**config.mk**
```make
export PLATFORM = sky130hd
export DESIGN_NAME = pwm_reg_bank
export DESIGN_NICKNAME = d
export VERILOG_FILES = /design/src/rtl/pwm_reg_bank.sv
export SDC_FILE = /design/constraint.sdc
export NUM_CORES = 1
export LEC_CHECK = 0
export BUFFER_PORTS_ARGS = -buffer_cell sky130_fd_sc_hd__buf_2
export CORE_ASPECT_RATIO = 2
export CORE_MARGIN = 4
export CORE_UTILIZATION = 52
export CTS_BUF_LIST = sky130_fd_sc_hd__clkbuf_4 sky130_fd_sc_hd__clkbuf_8
export DETAILED_ROUTE_END_ITERATION = 16
export HOLD_SLACK_MARGIN = 0.15
export PLACE_DENSITY = 0.8
export SLEW_MARGIN = 0
export SYNTH_ARGS = -nofsm -noshare
export SYNTH_HDL_FRONTEND = slang
export SYNTH_SLANG_ARGS = --single-unit
```
**constraint.sdc**
```tcl
create_clock -name clk -period 2.5 [get_ports clk]
set_input_delay 0.25 -clock clk [delete_from_list [all_inputs] [get_ports clk]]
set_output_delay 0.25 -clock clk [all_outputs]
set_load 0.005 [all_outputs]
```
**src/rtl/pwm_reg_bank.sv**
```systemverilog
// pwm_reg_bank
// Memory-mapped control/status register bank for a group of PWM channels.
// It holds channel enables, an interrupt status/enable pair and
// double-buffered (pending/active) period and duty values per channel.
//
// Ports
//   clk        rising-edge clock
//   reset      synchronous active-high reset
//   addr       byte address of the current access
//   wdata      write data
//   wen, ren   single-cycle write / read strobes
//   rdata      registered read data, valid when rvalid=1, holds otherwise
//   rvalid     one-cycle pulse one clock after ren
//   err        one-cycle pulse one clock after an unmapped access
//   status_in  live per-channel status, sampled every cycle
//   evt_in     per-channel event pulses feeding IRQ_STAT
//   upd_in     per-channel period-end strobes that commit pending values
//   ch_en      channel enables (CTRL[NUM_CH-1:0])
//   period_o   active periods, channel n at [n*CNT_WIDTH +: CNT_WIDTH]
//   duty_o     active duties, packed like period_o
//   irq        OR of (IRQ_STAT & IRQ_EN), driven purely from registers
module pwm_reg_bank #(
    parameter int ADDR_WIDTH = 8,
    parameter int DATA_WIDTH = 32,
    parameter int NUM_CH     = 4,
    parameter int CNT_WIDTH  = 16
) (
    input  logic                        clk,
    input  logic                        reset,
    input  logic [ADDR_WIDTH-1:0]       addr,
    input  logic [DATA_WIDTH-1:0]       wdata,
    input  logic                        wen,
    input  logic                        ren,
    output logic [DATA_WIDTH-1:0]       rdata,
    output logic                        rvalid,
    output logic                        err,
    input  logic [NUM_CH-1:0]           status_in,
    input  logic [NUM_CH-1:0]           evt_in,
    input  logic [NUM_CH-1:0]           upd_in,
    output logic [NUM_CH-1:0]           ch_en,
    output logic [NUM_CH*CNT_WIDTH-1:0] period_o,
    output logic [NUM_CH*CNT_WIDTH-1:0] duty_o,
    output logic                        irq
);

    localparam int LOAD_BIT = 31;

    localparam logic [ADDR_WIDTH-1:0] A_CTRL   = ADDR_WIDTH'(0);
    localparam logic [ADDR_WIDTH-1:0] A_STATUS = ADDR_WIDTH'(4);
    localparam logic [ADDR_WIDTH-1:0] A_ISTAT  = ADDR_WIDTH'(8);
    localparam logic [ADDR_WIDTH-1:0] A_IEN    = ADDR_WIDTH'(12);

    logic [NUM_CH-1:0]    status_q;
    logic [NUM_CH-1:0]    irq_stat;
    logic [NUM_CH-1:0]    irq_en;
    logic [NUM_CH-1:0]    pend;
    logic [CNT_WIDTH-1:0] per_pend  [NUM_CH];
    logic [CNT_WIDTH-1:0] duty_pend [NUM_CH];
    logic [CNT_WIDTH-1:0] per_act   [NUM_CH];
    logic [CNT_WIDTH-1:0] duty_act  [NUM_CH];

    logic                  hit_ctrl, hit_status, hit_istat, hit_ien;
    logic [NUM_CH-1:0]     hit_per, hit_duty;
    logic                  mapped;
    logic                  load;
    logic [NUM_CH-1:0]     w1c;
    logic [DATA_WIDTH-1:0] read_val;

    // Only the low bits of wdata feed registers; the rest is intentionally dropped.
    logic unused_wdata;
    assign unused_wdata = ^wdata;

    // Address decode and read mux. Unmapped addresses (including unaligned
    // ones and channels beyond NUM_CH) match nothing, so read_val stays 0.
    always_comb begin
        hit_ctrl   = (addr == A_CTRL);
        hit_status = (addr == A_STATUS);
        hit_istat  = (addr == A_ISTAT);
        hit_ien    = (addr == A_IEN);
        hit_per    = '0;
        hit_duty   = '0;
        read_val   = '0;
        for (int n = 0; n < NUM_CH; n++) begin
            hit_per[n]  = (addr == ADDR_WIDTH'(16 + 8 * n));
            hit_duty[n] = (addr == ADDR_WIDTH'(20 + 8 * n));
        end
        mapped = hit_ctrl | hit_status | hit_istat | hit_ien | (|hit_per) | (|hit_duty);

        if (hit_ctrl)   read_val = DATA_WIDTH'(ch_en);
        if (hit_status) read_val = DATA_WIDTH'(status_q);
        if (hit_istat)  read_val = DATA_WIDTH'(irq_stat);
        if (hit_ien)    read_val = DATA_WIDTH'(irq_en);
        for (int n = 0; n < NUM_CH; n++) begin
            if (hit_per[n])  read_val = DATA_WIDTH'(per_pend[n]);
            if (hit_duty[n]) read_val = DATA_WIDTH'(duty_pend[n]);
        end

        load = wen && hit_ctrl && wdata[LOAD_BIT];
        w1c  = (wen && hit_istat) ? wdata[NUM_CH-1:0] : '0;
    end

    // All architectural state. Reads sample pre-write values because every
    // register update here is non-blocking. A shadow commit copies the old
    // pending value; a write in the same cycle re-arms pend so the new value
    // waits for the next period end.
    always_ff @(posedge clk) begin
        if (reset) begin
            ch_en    <= '0;
            status_q <= '0;
            irq_stat <= '0;
            irq_en   <= '0;
            pend     <= '0;
            rdata    <= '0;
            rvalid   <= 1'b0;
            err      <= 1'b0;
            for (int n = 0; n < NUM_CH; n++) begin
                per_pend[n]  <= '0;
                duty_pend[n] <= '0;
                per_act[n]   <= '0;
                duty_act[n]  <= '0;
            end
        end else begin
            status_q <= status_in;
            rvalid   <= ren;
            err      <= (wen | ren) & ~mapped;
            if (ren) rdata <= read_val;

            if (wen && hit_ctrl) ch_en  <= wdata[NUM_CH-1:0];
            if (wen && hit_ien)  irq_en <= wdata[NUM_CH-1:0];

            // Event set has priority over a simultaneous W1C clear.
            irq_stat <= (irq_stat & ~w1c) | evt_in;

            for (int n = 0; n < NUM_CH; n++) begin
                if (load || (upd_in[n] && pend[n])) begin
                    per_act[n]  <= per_pend[n];
                    duty_act[n] <= duty_pend[n];
                end
                if (wen && hit_per[n])  per_pend[n]  <= wdata[CNT_WIDTH-1:0];
                if (wen && hit_duty[n]) duty_pend[n] <= wdata[CNT_WIDTH-1:0];
                if (wen && (hit_per[n] || hit_duty[n])) begin
                    pend[n] <= 1'b1;
                end else if (load || upd_in[n]) begin
                    pend[n] <= 1'b0;
                end
            end
        end
    end

    genvar g;
    generate
        for (g = 0; g < NUM_CH; g++) begin : g_pack
            assign period_o[g*CNT_WIDTH +: CNT_WIDTH] = per_act[g];
            assign duty_o[g*CNT_WIDTH +: CNT_WIDTH]   = duty_act[g];
        end
    endgenerate

    assign irq = |(irq_stat & irq_en);

endmodule
```
==> run_summary.xml <==
<?xml version="1.0" encoding="UTF-8"?>
<metrics>
  <group name="status">
    <metric name="outcome" unit="">finished clean</metric>
  </group>
  <group name="worst_setup_path">
    <metric name="worstPathMaxFanout" unit="">8</metric>
    <metric name="setup.reg_to_reg.worst_slack" unit="ps">980</metric>
    <metric name="critPathMaxStageDelay" unit="ps">700</metric>
    <metric name="critical_path_cell_by_cell" unit="">buf_2 &gt; or4b_2 &gt; nor3_1 &gt; buf_4 &gt; nand2_1 &gt; a21oi_1 &gt; dlygate4sd3_1 &gt; nor2_1</metric>
    <metric name="timing.critical_path.required" unit="ps">2920</metric>
    <metric name="timing.critical_path.to_type" unit="">register</metric>
    <metric name="crit_path_top_delay_cell" unit="">sky130_fd_sc_hd__or4b_2</metric>
    <metric name="worst-setup-path-type" unit="">input port to register</metric>
    <metric name="crit_path_start_kind" unit="">input port</metric>
    <metric name="arrival" unit="ps">2370</metric>
  </group>
  <group name="cells_and_area">
    <metric name="multi_input_gate_area_in_the_final_layout" unit="µm²">3720</metric>
    <metric name="fillers" unit="">1844</metric>
    <metric name="seqCellArea" unit="µm²">8450</metric>
    <metric name="nets" unit="">1281</metric>
    <metric name="synthToLayoutAreaGrowth" unit="%">21.2</metric>
    <metric name="final_layout_size_suffix_gt1_share" unit="%">26.5</metric>
  </group>
  <group name="yosys">
    <metric name="synth_area_per_cell" unit="µm²">12.9</metric>
    <metric name="number_of_flip_flops_and_latches_in_the_synthesized_netlist" unit="">294</metric>
    <metric name="warnings_from_yosys" unit="">0</metric>
    <metric name="synthesis.instances" unit="">970</metric>
    <metric name="post_synth_num_cell_types" unit="">55</metric>
    <metric name="post_synth_instance_area" unit="µm²">12500</metric>
    <metric name="postSynth.topFlopCell" unit="">sky130_fd_sc_hd__edfxtp_1</metric>
    <metric name="synth.yosys.seq_area_share" unit="%">67.3</metric>
    <metric name="yosys-top-cells-count" unit="">sky130_fd_sc_hd__and2_1 (256), sky130_fd_sc_hd__edfxtp_1 (256), sky130_fd_sc_hd__clkbuf_1 (53)</metric>
    <metric name="synth-async-reset-ratio" unit="%">0</metric>
    <metric name="synth-edff-count" unit="">256</metric>
    <metric name="netlist.top_cell.by_area" unit="">sky130_fd_sc_hd__edfxtp_1</metric>
    <metric name="synthDominantCellAreaShare" unit="%">61.3</metric>
    <metric name="yosys-top-cells-area" unit="">sky130_fd_sc_hd__edfxtp_1 (61%), sky130_fd_sc_hd__and2_1 (13%), sky130_fd_sc_hd__dfxtp_1 (6.1%)</metric>
  </group>
  <group name="floorplanning">
    <metric name="ioPinCount" unit="">223</metric>
    <metric name="core_box_area" unit="µm²">23800</metric>
    <metric name="floorplan.initialDensity" unit="%">52.7</metric>
    <metric name="rows" unit="">80</metric>
    <metric name="die_area" unit="µm²">26800</metric>
    <metric name="die_span_in_x" unit="µm">118</metric>
    <metric name="fp.dieH" unit="µm">228</metric>
  </group>
  <group name="routing">
    <metric name="postRouteAntennaNets" unit="">0</metric>
    <metric name="number_of_vias_after_detailed_routing" unit="">8620</metric>
    <metric name="vias_per_cell" unit="">5.57</metric>
    <metric name="avgRoutedWirePerCell" unit="µm">21.9</metric>
    <metric name="finalWirelength" unit="mm">33.9</metric>
    <metric name="drt_iter0_markers" unit="">604</metric>
    <metric name="route.detailed.drc" unit="">0</metric>
    <metric name="first_pass_detailed_route_iteration_total" unit="">5</metric>
  </group>
  <group name="sta">
    <metric name="setup-violations-final" unit="">0</metric>
    <metric name="report.final.slew_viol_count" unit="">0</metric>
    <metric name="finalCriticalPeriod" unit="ps">1950</metric>
    <metric name="tightest_slew" unit="ps">893</metric>
    <metric name="clock_skew" unit="ps">20.5</metric>
    <metric name="finalHoldViolations" unit="">0</metric>
    <metric name="timing.hold.ws" unit="ps">184</metric>
    <metric name="fmax" unit="MHz">513</metric>
    <metric name="rsz_0062_raised_after_global_routing" unit="">no</metric>
    <metric name="tcrit_tclk_final" unit="%">78.0</metric>
    <metric name="slew_headroom" unit="%">40.3</metric>
  </group>
  <group name="clock_network">
    <metric name="htree_levels" unit="">2</metric>
    <metric name="cts-root-buf" unit="">sky130_fd_sc_hd__clkbuf_8</metric>
    <metric name="clock_latency_reported_for_the_late_side_of_the_worst_skew_pair" unit="ps">540</metric>
    <metric name="cts.sink_count" unit="">294</metric>
    <metric name="ctsResizeCount" unit="">0</metric>
    <metric name="tritoncts" unit="">built</metric>
    <metric name="cts_buffer_depth" unit="">3</metric>
    <metric name="cts_setup_buffers" unit="">0</metric>
    <metric name="cts.clk_slew.worst_paths" unit="ps">70</metric>
    <metric name="tritoncts.num_buffers" unit="">40</metric>
  </group>
  <group name="worst_hold_path">
    <metric name="worst_hold_path_type" unit="">input port to register</metric>
  </group>
  <group name="pwr">
    <metric name="power-per-cell-area" unit="nW/µm²">651</metric>
    <metric name="irDropWorstVdd" unit="V">0.000444</metric>
    <metric name="power.total" unit="mW">9.90</metric>
    <metric name="p_int" unit="mW">7.63</metric>
    <metric name="clkPwrFrac" unit="%">37.4</metric>
    <metric name="power.share.combinational" unit="%">6.1</metric>
    <metric name="switching_power" unit="mW">2.28</metric>
    <metric name="leakage_power_of_the_design" unit="nW">6.12</metric>
    <metric name="power_frac_seq" unit="%">56.5</metric>
    <metric name="swShare" unit="%">23.0</metric>
  </group>
  <group name="grt">
    <metric name="grt_pass1_wl" unit="mm">50.3</metric>
    <metric name="antenna_found_initial" unit="">3</metric>
    <metric name="grt_remaining_overflow" unit="">0</metric>
    <metric name="vias_in_the_first_global_route" unit="">8764</metric>
    <metric name="groute.usage.overall" unit="%">24.5</metric>
    <metric name="grt_max_degree" unit="">62</metric>
  </group>
  <group name="place">
    <metric name="finalWeightedCongestion" unit="">0.868</metric>
    <metric name="portBuffers" unit="">191</metric>
    <metric name="place_hpwl" unit="mm">23.8</metric>
  </group>
  <group name="flow_run">
    <metric name="max-cap-violations" unit="">0</metric>
  </group>
</metrics>
## critical path: cells and delay by family
kind,cells,cell delay [ps]
AO/OA/AOI/OAI,1,180
buffers and inverters,3,950
AND/OR/NAND/NOR,4,990
## metrics by stage
step / instances / area (µm²) / setup slack, ps / TNS, ps / utilization [%]
6_report: 1547 / 15200 / 551 / 0 / 63.8
5_1_grt: 1547 / 15200 / 489 / 0 / 63.8
4_1_cts: 1544 / 15200 / 640 / 0 / 63.8
3_5_place_dp: 1434 / 14000 / 204 / 0 / 58.9
3_3_place_gp: 1434 / 14000 / 290 / 0 / 58.9
2_1_floorplan: 985 / 12600 / -50.5 / -6220 / -
## power groups by stage
| stage | clock, mW | sequential [mW] | combinational (mW) |
|---|---|---|---|
| after floorplan | 0 | 5.68 | 0.263 |
| after CTS | 3.77 | 5.60 | 0.598 |
| final | 3.70 | 5.60 | 0.603 |
| after global routing | 3.99 | 5.61 | 0.644 |
| after global placement | 0 | 5.70 | 0.544 |
| after detailed placement | 0 | 5.70 | 0.555 |
## path summary, 6_finish.rpt
path	endpoint	cells after the start	from
min reg2reg	rdata[1]$_SDFFE_PP0P_	2	rdata[1]$_SDFFE_PP0P_
max reg2reg	rdata[1]$_SDFFE_PP0P_	3	duty_pend[1][1]$_SDFFCE_PN0P_
min	rvalid$_SDFF_PP0_	4	ren
max	irq_stat[1]$_SDFF_PP0_	8	addr[2]
## state kept, by name (all words and copies together) (netlist names)
register and cells:
pend 4, duty_act 64, ch_en 4, per_pend 64
rdata 16, irq_stat 4, irq_en 4, duty_pend 64
rvalid 1, status_q 4, err 1, per_act 64
## layout by cell type, fill, tap and decap left out, types with 4 or more instances in the layout
cell,count
sky130_fd_sc_hd__nor3_1,10
sky130_fd_sc_hd__nor2_1,50
sky130_fd_sc_hd__o211ai_1,4
sky130_fd_sc_hd__o22ai_1,16
sky130_fd_sc_hd__a221oi_1,11
sky130_fd_sc_hd__clkbuf_8,45
sky130_fd_sc_hd__a21boi_1,6
sky130_fd_sc_hd__edfxtp_1,256
sky130_fd_sc_hd__and2_1,256
sky130_fd_sc_hd__o21ai_0,34
sky130_fd_sc_hd__clkbuf_4,8
sky130_fd_sc_hd__a21oi_2,4
sky130_fd_sc_hd__buf_4,41
sky130_fd_sc_hd__clkinv_1,6
sky130_fd_sc_hd__nor2b_1,6
sky130_fd_sc_hd__buf_12,9
sky130_fd_sc_hd__a21boi_0,5
sky130_fd_sc_hd__o2111ai_1,12
sky130_fd_sc_hd__conb_1,16
sky130_fd_sc_hd__buf_2,191
sky130_fd_sc_hd__nand3_1,9
sky130_fd_sc_hd__mux2i_1,14
sky130_fd_sc_hd__mux2_2,7
sky130_fd_sc_hd__nand2_1,40
sky130_fd_sc_hd__clkinv_2,12
sky130_fd_sc_hd__a21oi_1,34
sky130_fd_sc_hd__dlygate4sd3_1,36
sky130_fd_sc_hd__dfxtp_1,38
sky130_fd_sc_hd__o21bai_1,6
sky130_fd_sc_hd__nand3b_1,5
sky130_fd_sc_hd__inv_1,15
sky130_fd_sc_hd__o32ai_1,13
## metal layers
layer / vias up / GRT usage, % / routed length (µm)
li1: 3962 / - / -
met1: 4159 / 27.3 / 11800
met2: 409 / 46.0 / 18400
met3: 90 / 3.57 / 2340
met4: 0 / 11.5 / 1340
met5: - / 0 / 0
## repair_timing
action	in CTS	in global routing
endpoints found under the hold margin	105	0
hold buffers	36	0
endpoints found under the setup margin	0	0
## cell type report
cell class,count,share of cell area [%]
diodes,3,0.0494
clock buffers,53,4.47
clock inverters,21,0.839
inverters,15,0.370
multi-input cells,597,24.5
flip-flops and latches,294,55.6
well taps,287,2.36
repair buffers,277,11.9
## kinds of logic (layout without fill, tap and decap cells)
logic type | after synthesis | count (layout) | share of synthesized area (%)
simple gates | 396 | 396 | 18.3
flops | 294 | 294 | 67.3
compound gates | 161 | 161 | 8.58
buf+inv | 94 | 366 | 3.43
mux | 24 | 24 | 2.28
other cells | 1 | 19 | 0.0299
Power figures use the tool's default switching activity.
